--- src/rtl/regfile_scoreboard.sv ---
// Dual-bank (GPR/FPR) register file with a per-register latency scoreboard for decode.
// Operands are read combinationally with writeback forwarding; issue stalls on RAW/WAW hazards.
module regfile_scoreboard #(
    parameter int unsigned          DATA_W     = 32,
    parameter int unsigned          ADDR_W     = 5,
    parameter int unsigned          LAT_W      = 5,
    parameter bit                   ZERO_REG   = 1'b0,
    parameter logic [DATA_W-1:0]    GPR28_INIT = 32'h000f4240,
    parameter logic [DATA_W-1:0]    GPR29_INIT = 32'h00000030
) (
    input  logic              clk,
    input  logic              rstn,
    input  logic              iss_valid,
    output logic              iss_ready,
    input  logic [ADDR_W:0]   iss_rs,
    input  logic [ADDR_W:0]   iss_rt,
    input  logic              iss_use_s,
    input  logic              iss_use_t,
    input  logic [1:0]        iss_rw,
    input  logic [ADDR_W-1:0] iss_rd,
    input  logic [LAT_W-1:0]  iss_wait,
    output logic [DATA_W-1:0] rd_s,
    output logic [DATA_W-1:0] rd_t,
    input  logic [1:0]        wb_rw,
    input  logic [ADDR_W-1:0] wb_rd,
    input  logic [DATA_W-1:0] wb_data,
    input  logic              flush,
    output logic              sb_busy
);

    localparam int NTAG  = 2 * (2 ** ADDR_W);
    localparam int TAG_W = ADDR_W + 1;

    logic [DATA_W-1:0] regs [NTAG];
    logic [LAT_W-1:0]  cnt  [NTAG];
    logic [NTAG-1:0]   busy;

    logic             wb_en, iss_dest_en, dest_trk, hz, fire;
    logic [TAG_W-1:0] wb_tag, iss_dest_tag;

    // Encoding 11 is treated as "no destination"; bit 1 selects the FPR bank.
    assign wb_en        = (wb_rw == 2'b01) || (wb_rw == 2'b10);
    assign wb_tag       = {wb_rw[1], wb_rd};
    assign iss_dest_en  = (iss_rw == 2'b01) || (iss_rw == 2'b10);
    assign iss_dest_tag = {iss_rw[1], iss_rd};

    always_comb begin
        rd_s = regs[iss_rs];
        if (wb_en && (wb_tag == iss_rs)) rd_s = wb_data;
        if (ZERO_REG && (iss_rs == '0)) rd_s = '0;
    end

    always_comb begin
        rd_t = regs[iss_rt];
        if (wb_en && (wb_tag == iss_rt)) rd_t = wb_data;
        if (ZERO_REG && (iss_rt == '0)) rd_t = '0;
    end

    always_comb begin
        busy = '0;
        for (int i = 0; i < NTAG; i++) busy[i] = (cnt[i] != '0);
    end

    assign sb_busy   = |busy;
    assign hz        = (iss_use_s && busy[iss_rs]) || (iss_use_t && busy[iss_rt]) ||
                       (iss_dest_en && busy[iss_dest_tag]);
    assign iss_ready = !hz && !flush;
    assign fire      = iss_valid && iss_ready;
    assign dest_trk  = iss_dest_en && (iss_wait != '0) && !(ZERO_REG && (iss_dest_tag == '0));

    always_ff @(posedge clk or negedge rstn) begin
        if (!rstn) begin
            for (int i = 0; i < NTAG; i++) begin
                regs[i] <= (i == 28) ? GPR28_INIT : (i == 29) ? GPR29_INIT : '0;
            end
        end else if (wb_en && !(ZERO_REG && (wb_tag == '0))) begin
            regs[wb_tag] <= wb_data;
        end
    end

    // Issue load beats countdown; flush beats both.
    always_ff @(posedge clk or negedge rstn) begin
        if (!rstn) begin
            for (int i = 0; i < NTAG; i++) cnt[i] <= '0;
        end else begin
            for (int i = 0; i < NTAG; i++) begin
                if (flush) begin
                    cnt[i] <= '0;
                end else if (fire && dest_trk && (iss_dest_tag == TAG_W'(i))) begin
                    cnt[i] <= iss_wait;
                end else if (cnt[i] != '0) begin
                    cnt[i] <= cnt[i] - 1'b1;
                end
            end
        end
    end

endmodule

--- config.mk ---
export PLATFORM = sky130hd
export DESIGN_NAME = regfile_scoreboard
export DESIGN_NICKNAME = d
export VERILOG_FILES = /design/src/rtl/regfile_scoreboard.sv
export SDC_FILE = /design/constraint.sdc
export NUM_CORES = 2
export LEC_CHECK = 0
export ABC_AREA = 0
export BUFFER_PORTS_ARGS = -buffer_cell sky130_fd_sc_hd__buf_4
export CELL_PAD_IN_SITES_DETAIL_PLACEMENT = 0
export CELL_PAD_IN_SITES_GLOBAL_PLACEMENT = 2
export CORE_ASPECT_RATIO = 0.9
export CORE_UTILIZATION = 34
export CTS_BUF_LIST = sky130_fd_sc_hd__clkbuf_8
export DETAILED_ROUTE_END_ITERATION = 12
export PLACE_DENSITY_LB_ADDON = 0.08
export SLEW_MARGIN = 20
export SYNTH_ARGS = -nofsm -noshare
export SYNTH_HDL_FRONTEND = slang
export SYNTH_SLANG_ARGS = --single-unit
--- constraint.sdc ---
create_clock -name clk -period 7.9 [get_ports clk]
set_input_delay 1.975 -clock clk [delete_from_list [all_inputs] [get_ports clk]]
set_output_delay 1.975 -clock clk [all_outputs]
set_load 0.005 [all_outputs]
== Word level (Yosys, flattened, before mapping) ==
Cells that the tools add are included.
Cells by class
  add/sub/neg operators: 64
  magnitude comparators: 7
  eq/ne operators: 69
  multiplexer cells: 209
  bitwise gates (word level): 3
  reductions and logical operators: 211
Operator list (count)
  2048-bit bitwise mux: 1
  5-bit two-way mux: 192
  32-bit binary-select mux with 6-bit select: 2
  5-bit nonzero test: 65
  5-bit by 1-bit subtractor with 5-bit output, second input constant: 64
  32-bit two-way mux: 7
  32-bit demux with 6-bit select: 1
  6-bit equality test, second input constant: 32
  3-bit nonzero test: 64
  6-bit by 5-bit equality test with 1-bit output, second input constant: 16
  1-bit logical AND: 74
  64-bit OR reduction: 1
  6-bit by 4-bit equality test with 1-bit output, second input constant: 8
  6-bit by 3-bit equality test with 1-bit output, second input constant: 4
  7-bit greater-or-equal comparator, second input constant: 3
  6-bit by 7-bit < comparator with 1-bit output, second input constant: 3
  6-bit NOT with 7-bit output: 3
  1-bit binary-select mux with 6-bit select: 3
  6-bit by 2-bit equality test with 1-bit output, second input constant: 2
  6-bit equality test: 2
  7-bit by 1-bit < comparator with 1-bit output, second input constant: 1
  6-bit by 1-bit equality test with 1-bit output, second input constant: 1
  6-bit zero test: 1
  2-bit by 1-bit equality test with 1-bit output, second input constant: 2
  4 further kinds: 11
Word-level totals
  register bits after elaboration: 2368
  input bits: 69
  output and inout port bits: 66
  logic and storage cells: 691

== Longest topological paths before layout ==
  depth in word-level cells: 13
  depth in mapped cells: 14
  gate-level depth less buffers: 10

== Least setup slack after synthesis ==
No wires, ideal clock.
  path type: input-to-output
  start: input port iss_rs[0]
  end: output port rd_s[18]
  data arrival time: 4.968 ns
  required time: 5.925 ns
  slack: 0.957 ns
  cell stages on the path: 8
  path buffers: 4
  path through: clkbuf_1 buf_2 buf_2 buf_1 mux4_2 mux4_2 mux4_2 mux2_2
Between the ends
  cells in the longest elaborated chain, start to end: 5
RTL lines
  start, declared: line 15  | input logic [ADDR_W:0] iss_rs,
  6-bit NOT with 7-bit output (not written as such): line 48  | rd_s = regs[iss_rs];
  32-bit binary-select mux with 6-bit select: line 48
  32-bit two-way mux (not written as such) (2 in a row): line 48
  32-bit two-way mux (*): line 49  | if (wb_en && (wb_tag == iss_rs)) rd_s = wb_data;
  end, declared: line 22  | output logic [DATA_W-1:0] rd_s,
Every way passes the cells marked *; elsewhere a longest branch is shown, timed or not. The select of a mux whose other input is x is not followed.

== Worst setup path after layout ==
  start: input port iss_rs[1]
  end: output port rd_s[15]
The elaborated chain is that of the path after synthesis.

==> summary.txt <==
Status
  • Status: finished, final reports clean

Clocking
  • CTS tree: done
  • Root Buffer: clkbuf_8
  • Clock slew at reported path FFs: 0.05 ns
  • Post-cts resize count: 0
  • # clock sinks: 2368
  • CTS HTree Levels: 5
  • CTS max path bufs: 4
  • # hold bufs at CTS: 0
  • Cts bufs inserted: 438
  • Setup repair bufs after CTS: 0
  • Clock Latency Late Sink: 1.13 ns

Logic synthesis
  • Average instance area after synthesis: 15.0 um^2
  • Area leader, netlist: dfrtp_1
  • Mapped Cells: 8746
  • Synth Area in Compound Gates: 1.98%
  • Async set or reset register ratio after synthesis: 100%
  • Post-synthesis sequential area ratio: 45.2%
  • #FFs+latches synth: 2368
  • Synth area leaders: dfrtp_1 (45%), mux4_2 (23%), mux2_2 (18%)
  • Synth Area in Simple Gates: 4.66%
  • Synth Flop Type: dfrtp_1
  • Syn Std Cell Area: 131000 um^2
  • Synth top area share: 45.1%
  • Mux contribution to synthesized area: 42.5%
  • EDFF count, synth: 0
  • Netlist cell types: 69
  • Yosys warnings: 0
  • Most frequent cell after synthesis: dfrtp_1
  • Adder-cell share of the synthesized area: 1.22%
  • Post-Syn Nets: 8943
  • Leading cell types by count after synthesis: dfrtp_1 (2359), mux2_2 (2113), mux4_2 (1354)
  • Largest family of logic cells by synthesized area: multiplexers
  • Synth Area in XOR/XNOR: 1.35%

GRT
  • Global-route usage over all layers: 25.8%
  • First-pass GRT wire length: 714000 um
  • Vias in the first global route: 88700
  • Largest net degree at the start of global routing: 166
  • Initial antenna violation count: 32
  • Global route overflow: 0

Pwr
  • Clk network pwr share: 30.5%
  • Gate power share: 29.0%
  • Switch share: 32.9%
  • NetSw: 13.1 mW
  • Lkg Pwr: 66.1 nW
  • Pwr dens: 268 nW/um^2
  • Worst vdd ir: 127 uV
  • Seq pwr share: 40.5%
  • Total Power: 39.8 mW
  • P_int: 26.7 mW

Timing
  • Final worst slack: 0.726 ns
  • Tightest Pin Transition: 1.14 ns
  • Worst clock skew: 0.0573 ns
  • Hold Vio Cnt, Final: 0
  • Fin crit share: 90.8%
  • RSZ-0062 raised after global routing: no
  • Rel. slew slack: 24.0%
  • Endpoints failing setup: 0
  • Worst hold margin: 0.520 ns
  • Fmax: 139 MHz
  • Minimum clock period: 7.17 ns
  • Max-slew violations: 0
  • Fin Setup TNS: 0 ns

Worst setup path
  • Element type at the critical path end: output pin
  • Crit path required time: 5.93 ns
  • CP Class: in -> out
  • Crit path DAT: 5.20 ns
  • R2R Setup Slk: 2.82 ns
  • Crit path max fanout: 65
  • CP startpoint kind: primary input
  • Reg-to-Reg Start: cnt[155]
  • CP startpoint: iss_rs[1]

Drt
  • Violation count after the first detailed-route iteration: 7112
  • Average wire per standard cell: 35.3 um
  • Post-Route WL: 504000 um
  • Routed vias/inst: 5.92
  • Number of nets with antenna violations after routing: 0
  • DR vias: 84300
  • DRC violations left: 0
  • Drt pass-1 iters: 6

Placement
  • Setup WS pre-CTS: 0.688 ns
  • # placed instances: 13500
  • Post-placement cell area: 140000 um^2
  • Number of port buffers: 134
  • Placed wire-length estimate: 297000 um
  • GPL Wtd Cong: 0.811

Layout
  • Final instance area: 149000 um^2
  • Layout area overhead: 13.4%
  • # nets final: 9005
  • Multi-input logic area: 68300 um^2
  • Fillers: 35300
  • Register Area: 59300 um^2
  • Layout Cells excl Fill: 14300
  • Post-layout util: 38.9%
  • Fraction of layout cells with a size suffix above 1: 52.3%

Die
  • Die Y: 591 um
  • Row count: 215
  • Full die area: 388000 um^2
  • Starting Density: 34.3%
  • CORE AREA: 382000 um^2
  • Die Width: 656 um
  • # IOs: 135

Flow run
  • Max-cap viol count: 0

Hold path
  • Beginning of the worst hold path: regs[61]
  • Hold Path Class: reg -> reg
-- power by group through the flow --
stage,sequential (mW),clock [mW],combinational [mW]
floorplan,15.7,0,8.18
global placement,16.2,0,11.4
detailed placement,16.3,0,11.5
CTS,16.1,12.5,11.6
global route,16.4,13.0,12.6
finish,16.1,12.1,11.6
-- state kept, by name, indices dropped and copies added (netlist names) --
signal  flops
regs     2048
cnt       320
-- critical path, stage by stage --
cell    delay (ns)
buf_8         0.55
buf_12        0.42
mux4_2        0.40
mux4_2        0.56
mux4_2        0.54
mux2_2        0.30
buf_4         0.14
-- layout make-up --
cell class              count  share of cell area (%)
flip-flops and latches   2368                    39.9
inverters                 137                   0.350
diodes                     11                  0.0185
well taps                5099                    4.29
multi-input cells        5369                    46.0
repair buffers            494                    3.53
clock buffers             557                    5.16
clock inverters           218                   0.752
-- cell families after synthesis --
| kind of cell | Yosys count |
|---|---|
| AO/OA/AOI/OAI | 412 |
| multiplexers | 3610 |
| adder cells (fa/ha/maj) | 128 |
| XOR/XNOR | 202 |
| AND/OR/NAND/NOR | 1017 |
| flip-flops | 2368 |
| buffers and inverters | 1009 |
-- final timing paths --
check                      depth (start not counted)        end
min                                                1   regs[61]
max reg2reg                                       13   cnt[234]
max in group asynchronous                          3  regs[454]
max                                                7   rd_s[15]
min in group asynchronous                          1    cnt[81]
min reg2reg                                        1   regs[61]
-- layout by cell type, fill, tap and decap left out, types with 13 or more instances in the layout --
| master | synthesis | layout |
|---|---|---|
| a21oi_1 | 69 | 69 |
| buf_12 | 0 | 107 |
| buf_4 | 4 | 370 |
| clkbuf_8 | 0 | 557 |
| clkinv_2 | 0 | 28 |
| dfrtp_1 | 2359 | 2359 |
| ha_1 | 128 | 128 |
| inv_1 | 136 | 300 |
| mux2_2 | 2113 | 2113 |
| mux2i_1 | 141 | 141 |
| mux4_2 | 1354 | 1354 |
| nand2_1 | 336 | 302 |
| nand2_4 | 0 | 34 |
| nand3_1 | 43 | 42 |
| nand3b_1 | 16 | 16 |
| nand4_1 | 40 | 40 |
| nand4_2 | 49 | 49 |
| nor2_1 | 168 | 138 |
| nor2_4 | 0 | 30 |
| nor3_1 | 137 | 136 |
| nor4_1 | 13 | 13 |
| nor4b_2 | 42 | 40 |
| nor4b_4 | 23 | 26 |
| o21ai_0 | 127 | 127 |
| o22ai_1 | 90 | 90 |
| o32ai_1 | 66 | 66 |
| or3_1 | 71 | 71 |
| xnor2_1 | 194 | 194 |
-- metal layers --
metal | up-vias | global-route usage [%] | wire length [um]
met5 | - | 0 | 34
met4 | 4 | 8.32 | 17600
met3 | 823 | 3.78 | 26800
met2 | 2697 | 41.5 | 236000
met1 | 46800 | 36.1 | 223000
li1 | 34000 | - | -
Power figures use the tool's default switching activity.
